## src/rtl/ram_16x8_sync_writer_if.sv

```systemverilog
// Write-port bundle for the 16x8 writable memory.
// The requester holds wr_addr/wr_data steady while wr_valid is high and wr_ready is low.
interface ram_16x8_sync_writer_if #(
    parameter int DATA_W = 8,
    parameter int ADDR_W = 4
);
    logic              wr_valid;
    logic              wr_ready;
    logic [ADDR_W-1:0] wr_addr;
    logic [DATA_W-1:0] wr_data;

    modport master (
        output wr_valid,
        output wr_addr,
        output wr_data,
        input  wr_ready
    );

    modport slave (
        input  wr_valid,
        input  wr_addr,
        input  wr_data,
        output wr_ready
    );
endinterface

```

## src/rtl/ram_16x8_sync_writer.sv

```systemverilog
// 16x8 writable memory: combinational read port (drop-in for the 16x8 ROM),
// synchronous valid/ready write port, and a block-fill engine that programs
// every word with one value.
//
// state  | meaning
// -------+-----------------------------------------------------------
// IDLE   | handshake writes accepted unless fill_start is requested
// FILL   | one word per cycle written with the latched fill value
// DONE   | single-cycle completion pulse, accepted-write count cleared
module ram_16x8_sync_writer #(
    parameter int                DATA_W     = 8,
    parameter int                ADDR_W     = 4,
    parameter logic [DATA_W-1:0] INIT_VALUE = 8'h00
) (
    input  logic                   clk,
    input  logic                   rst,
    ram_16x8_sync_writer_if.slave  wr,
    input  logic                   fill_start,
    input  logic [DATA_W-1:0]      fill_data,
    output logic                   busy,
    output logic                   done,
    output logic [4:0]             wr_count,
    input  logic [ADDR_W-1:0]      address,
    output logic [DATA_W-1:0]      data_out
);
    localparam int DEPTH = 2 ** ADDR_W;
    localparam logic [ADDR_W-1:0] LAST_PTR = {ADDR_W{1'b1}};
    localparam logic [4:0] COUNT_MAX = 5'd31;

    typedef enum logic [1:0] {
        S_IDLE = 2'd0,
        S_FILL = 2'd1,
        S_DONE = 2'd2
    } state_t;

    state_t            state;
    state_t            state_nxt;
    logic [ADDR_W-1:0] fill_ptr;
    logic [DATA_W-1:0] fill_val;

    // Power-up content comes from the declaration; reset deliberately leaves it alone.
    logic [DATA_W-1:0] mem [DEPTH] = '{default: INIT_VALUE};

    logic              accept;
    logic              fill_go;
    logic              mem_we;
    logic [ADDR_W-1:0] mem_waddr;
    logic [DATA_W-1:0] mem_wdata;

    // Next-state decode plus handshake/status outputs; also selects the single memory write source.
    always_comb begin
        state_nxt   = state;
        wr.wr_ready = 1'b0;
        busy        = 1'b0;
        done        = 1'b0;
        accept      = 1'b0;
        fill_go     = 1'b0;
        mem_we      = 1'b0;
        mem_waddr   = wr.wr_addr;
        mem_wdata   = wr.wr_data;
        case (state)
            S_IDLE: begin
                // A fill request wins over a simultaneous write; the write stays pending.
                wr.wr_ready = !fill_start;
                accept      = wr.wr_valid && !fill_start;
                mem_we      = accept;
                if (fill_start) begin
                    fill_go   = 1'b1;
                    state_nxt = S_FILL;
                end
            end
            S_FILL: begin
                busy      = 1'b1;
                mem_we    = 1'b1;
                mem_waddr = fill_ptr;
                mem_wdata = fill_val;
                if (fill_ptr == LAST_PTR) begin
                    state_nxt = S_DONE;
                end
            end
            S_DONE: begin
                done      = 1'b1;
                state_nxt = S_IDLE;
            end
            default: begin
                state_nxt = S_IDLE;
            end
        endcase
    end

    // State register.
    always_ff @(posedge clk) begin
        if (rst) begin
            state <= S_IDLE;
        end else begin
            state <= state_nxt;
        end
    end

    // Fill pointer and latched fill value; the pointer wraps back to 0 after word 15.
    always_ff @(posedge clk) begin
        if (rst) begin
            fill_ptr <= '0;
        end else if (fill_go) begin
            fill_ptr <= '0;
            fill_val <= fill_data;
        end else if (busy) begin
            fill_ptr <= fill_ptr + ADDR_W'(1);
        end
    end

    // Accepted-write counter: saturates at 31, cleared when a fill completes.
    always_ff @(posedge clk) begin
        if (rst) begin
            wr_count <= '0;
        end else if (done) begin
            wr_count <= '0;
        end else if (accept && (wr_count != COUNT_MAX)) begin
            wr_count <= wr_count + 5'd1;
        end
    end

    // Memory write; reset blocks the write so an aborted fill stops on the reset edge.
    always_ff @(posedge clk) begin
        if (!rst && mem_we) begin
            mem[mem_waddr] <= mem_wdata;
        end
    end

    assign data_out = mem[address];

endmodule

```

## src/flat_wrapper.sv

```systemverilog
// flat-port wrapper written by rule: the top's interface ports become plain ports
module ram_16x8_sync_writer_flat 
#(
    parameter int                DATA_W     = 8,
    parameter int                ADDR_W     = 4,
    parameter logic [DATA_W-1:0] INIT_VALUE = 8'h00
)
  (clk, rst, fill_start, fill_data, busy, done, wr_count, address, data_out, wr_wr_valid, wr_wr_addr, wr_wr_data, wr_wr_ready);
  ram_16x8_sync_writer_if #(.DATA_W(DATA_W), .ADDR_W(ADDR_W)) wr_i ();
  input  logic clk;
  input  logic rst;
  input  logic fill_start;
  input  logic [DATA_W-1:0] fill_data;
  output logic busy;
  output logic done;
  output logic [4:0] wr_count;
  input  logic [ADDR_W-1:0] address;
  output logic [DATA_W-1:0] data_out;
  input wire logic [$bits(wr_i.wr_valid)-1:0] wr_wr_valid;
  input wire logic [$bits(wr_i.wr_addr)-1:0] wr_wr_addr;
  input wire logic [$bits(wr_i.wr_data)-1:0] wr_wr_data;
  output wire logic [$bits(wr_i.wr_ready)-1:0] wr_wr_ready;
  assign wr_i.wr_valid = wr_wr_valid;
  assign wr_i.wr_addr = wr_wr_addr;
  assign wr_i.wr_data = wr_wr_data;
  assign wr_wr_ready = wr_i.wr_ready;
  ram_16x8_sync_writer #(.DATA_W(DATA_W), .ADDR_W(ADDR_W), .INIT_VALUE(INIT_VALUE)) u_core (.clk(clk), .rst(rst), .wr(wr_i), .fill_start(fill_start), .fill_data(fill_data), .busy(busy), .done(done), .wr_count(wr_count), .address(address), .data_out(data_out));
endmodule
```

## config.mk

```make
export PLATFORM = sky130hd
export DESIGN_NAME = ram_16x8_sync_writer_flat
export DESIGN_NICKNAME = d
export VERILOG_FILES = /design/src/rtl/ram_16x8_sync_writer_if.sv /design/src/rtl/ram_16x8_sync_writer.sv /design/src/flat_wrapper.sv
export SDC_FILE = /design/constraint.sdc
export NUM_CORES = 1
export LEC_CHECK = 0
export CORE_AREA = 2 2 158 98
export CTS_CLUSTER_SIZE = 30
export DETAILED_ROUTE_END_ITERATION = 10
export DIE_AREA = 0 0 160 100
export PLACE_DENSITY = 0.6
export SETUP_SLACK_MARGIN = 0.2
export SLEW_MARGIN = 5
export SYNTH_ARGS = -nofsm -noshare
export SYNTH_HDL_FRONTEND = slang
export SYNTH_SLANG_ARGS = --single-unit
```

## constraint.sdc

```tcl
create_clock -name clk -period 5.8 [get_ports clk]
set_input_delay 0.58 -clock clk [delete_from_list [all_inputs] [get_ports clk]]
set_output_delay 0.58 -clock clk [all_outputs]
set_load 0.05 [all_outputs]
```

==> run_results.csv <==
group,metric,value,unit
synth,syn_inst,335,
finish,design_area,7190,um2
sta,fin_worst_skew,0.00718,ns
floorplanning,fp.coreArea,14800,um2
global_route,antenna_found_initial,0,
floorplanning,ios,44,
sta,rsz0062_at_grt,"false",
sta,slew_headroom,26.0,%
power,max-vdd-ir-drop,0.171,mV
synth,syn_area,6010,um2
power,power_density,353,nW/um2
placement,globalplace.congestion,0.744,
clock_tree,ctsHoldBuffers,0,
sta,hold_slack,0.544,ns
critical_path,crit_path_start_kind,"input pin",
global_route,grt_pass1_vias,3208,
clock_tree,post-cts-setup-buffers,0,
routing,drtPass1Iterations,5,
power,internal_power,1.98,mW
finish,drive_above_1_share,14.0,%
routing,avgViaCountPerCell,5.42,
routing,drt_iter0_drc,251,
sta,worst_pin_slew,1.11,ns
finish,syn_to_final_growth,19.6,%
sta,period_needed,3.71,ns
routing,route.antenna.remaining_nets,0,
flow_run,max_cap_viol_count,0,
clock_tree,cts_htree_levels,4,
global_route,overflow,0,
global_route,grt_max_degree,33,
critical_path,endpoint_kind,"output pin",
routing,wirelength,12700,um
placement,dp_hpwl,8200,um
critical_path,crit_type,"input pin to output pin",
sta,setup_tns,0,ns
clock_tree,root_buffer,"clkbuf_16",
clock_tree,clk-insertion-delay-late,0.42,ns
clock_tree,clk_pin_slew_worst_paths,0.06,ns
critical_path,crit_path_max_fanout,32,
synth,ys_ff_latch,147,
placement,post_dp_cell_area,6580,um2
synth,synthTopCellsByArea,"edfxtp_1, mux4_1, mux4_2",
sta,fin_crit_sh,64.0,%
power,pwr-share-seq,47.4,%
clock_tree,clock_path_buffers,2,
synth,synth_top_area_cell,"edfxtp_1",
sta,finalHoldViolCount,0,
floorplanning,die_h,100,um
clock_tree,cts_tree,"yes",
power,switching_share,22.0,%
synth,ys_types,40,
run_status,status,"finished, final reports clean",
clock_tree,cts_num_sinks,147,
finish,final_nets,411,
clock_tree,ctsResizeCount,0,
floorplanning,die_x,160,um
critical_path,cp.required,5.22,ns
global_route,grt_use_total,17.0,%
hold_path,hp-class,"flip-flop to flip-flop",
floorplanning,rows,35,
clock_tree,cts_buffers,17,
sta,slew_viol_final,0,
placement,port_buffers,43,
floorplanning,initial_core_util,40.6,%
floorplanning,dieArea,16000,um2
critical_path,arrival,3.13,ns
routing,num_vias,3227,
routing,wl_per_cell,21.3,um
power,switching_power,0.560,mW
global_route,grt_pass1_wl,19400,um
synth,synth_fp_nets,366,
power,leakage,2.40,nW
synth,ys_seq_area_share,71.6,%
power,pwr-share-clk,44.6,%
synth,syn_avg_cell_area,18.0,um2
routing,drc_errors,0,
finish,n_antenna_cell,0,
synth,netlist.area_leader.share,67.9,%
sta,clock.fmax,270,MHz
synth,yosysWarnings,0,
sta,setup_viol,0,
power,comb_power_share,8.0,%
## synthesized netlist by cell type (all sizes together)
master and instances:
mux2i 2, a211oi 1, nand2 32, a21o 1
inv 4, o21bai 1, nor4b 2, dfxtp 11
mux2 2, edfxtp 136, nand2b 5, and2b 2
o21ba 1, and3 4, and3b 1, clkdlybuf4s25 3
nor2 28, o21ai 2, nor3 4, mux4 32
ha 3, nor4bb 2, nor2b 2, nand3 2
or2 1, a22oi 19, and4b 1, buf 12
clkbuf 2, a31oi 5, xnor2 3, a21oi 2
nor3b 6, and2 1
## metal layers
| layer | GRT usage (%) | share of wire (%) | vias up |
|---|---|---|---|
| li1 | - | - | 1436 |
| met1 | 25.2 | 49 | 1680 |
| met2 | 24.7 | 43 | 97 |
| met3 | 4.71 | 6.3 | 14 |
| met4 | 5.27 | 1.1 | 0 |
| met5 | 0 | 0 | - |
## power by group through the flow
stage,clock network [mW],logic (mW),registers [mW]
2_1_floorplan,0,0.129,1.22
3_5_place_dp,0,0.204,1.23
3_3_place_gp,0,0.201,1.23
4_1_cts,1.15,0.204,1.20
6_report,1.13,0.203,1.20
5_1_grt,1.19,0.219,1.21
## layout by cell type (no fill, tap or decap), types with 3 or more instances in the layout
master and instances:
mux4_2 16, a22oi_1 19, and3_1 4, bufinv_16 4
nor2_1 28, nand2_1 32, nor3b_1 4, inv_1 3
clkbuf_16 17, nand2b_1 5, clkdlybuf4s50_1 41, ha_1 3
nor3_1 4, edfxtp_1 136, mux4_1 16, a31oi_1 5
dfxtp_1 11, xnor2_1 3, clkinvlp_4 4
## stage by stage
stage	worst slack [ns]	util, %	cells	total power, mW
global placement	2.02	44.5	564	1.43
CTS	2.02	48.6	595	2.56
finish	2.09	48.6	595	2.54
floorplan	3.36	-	335	1.35
global route	1.90	48.6	595	2.62
detailed placement	2.02	44.5	564	1.43
## cell type report
class	instances	area [um2]
Inverter	4	15.0
Clock buffer	17	425
Multi-Input combinational cell	167	1590
Tap cell	203	254
Fill cell	1269	7610
Sequential cell	147	4300
Timing Repair Buffer	43	420
Clock inverter	14	185
## worst max-delay path, stage by stage
cell             delay (ns)
buf_2                  0.78
mux4_1                 0.77
a22oi_1                0.20
nand2_1                0.08
clkdlybuf4s50_1        0.70
## logic make-up after synthesis
group | after synthesis | share of synthesized area (%)
compound gates | 32 | 3.85
xor+xnor | 3 | 0.437
fa+ha+maj | 3 | 0.624
buf+inv | 21 | 2.31
flops | 147 | 71.6
mux | 36 | 13.7
simple gates | 93 | 7.53
## sequential cells by signal (all words and copies together) (netlist names)
| name | count |
|---|---|
| u_core.mem | 128 |
| u_core.wr_count | 5 |
| u_core.fill_val | 8 |
| u_core.fill_ptr | 4 |
| u_core.state | 2 |
## final timing paths
check / end / from / slack, ns / cells past startpoint
worst min-delay path: u_core.wr_count[4] / u_core.wr_count[4] / 0.54 / 2
worst max-delay path: data_out[2] / address[0] / 2.09 / 5
worst max register to register: u_core.mem[11][4] / u_core.state[1] / 2.69 / 5
worst min register to register: u_core.wr_count[4] / u_core.wr_count[4] / 0.54 / 2
Note: power is estimated with default switching activity, not from simulation.
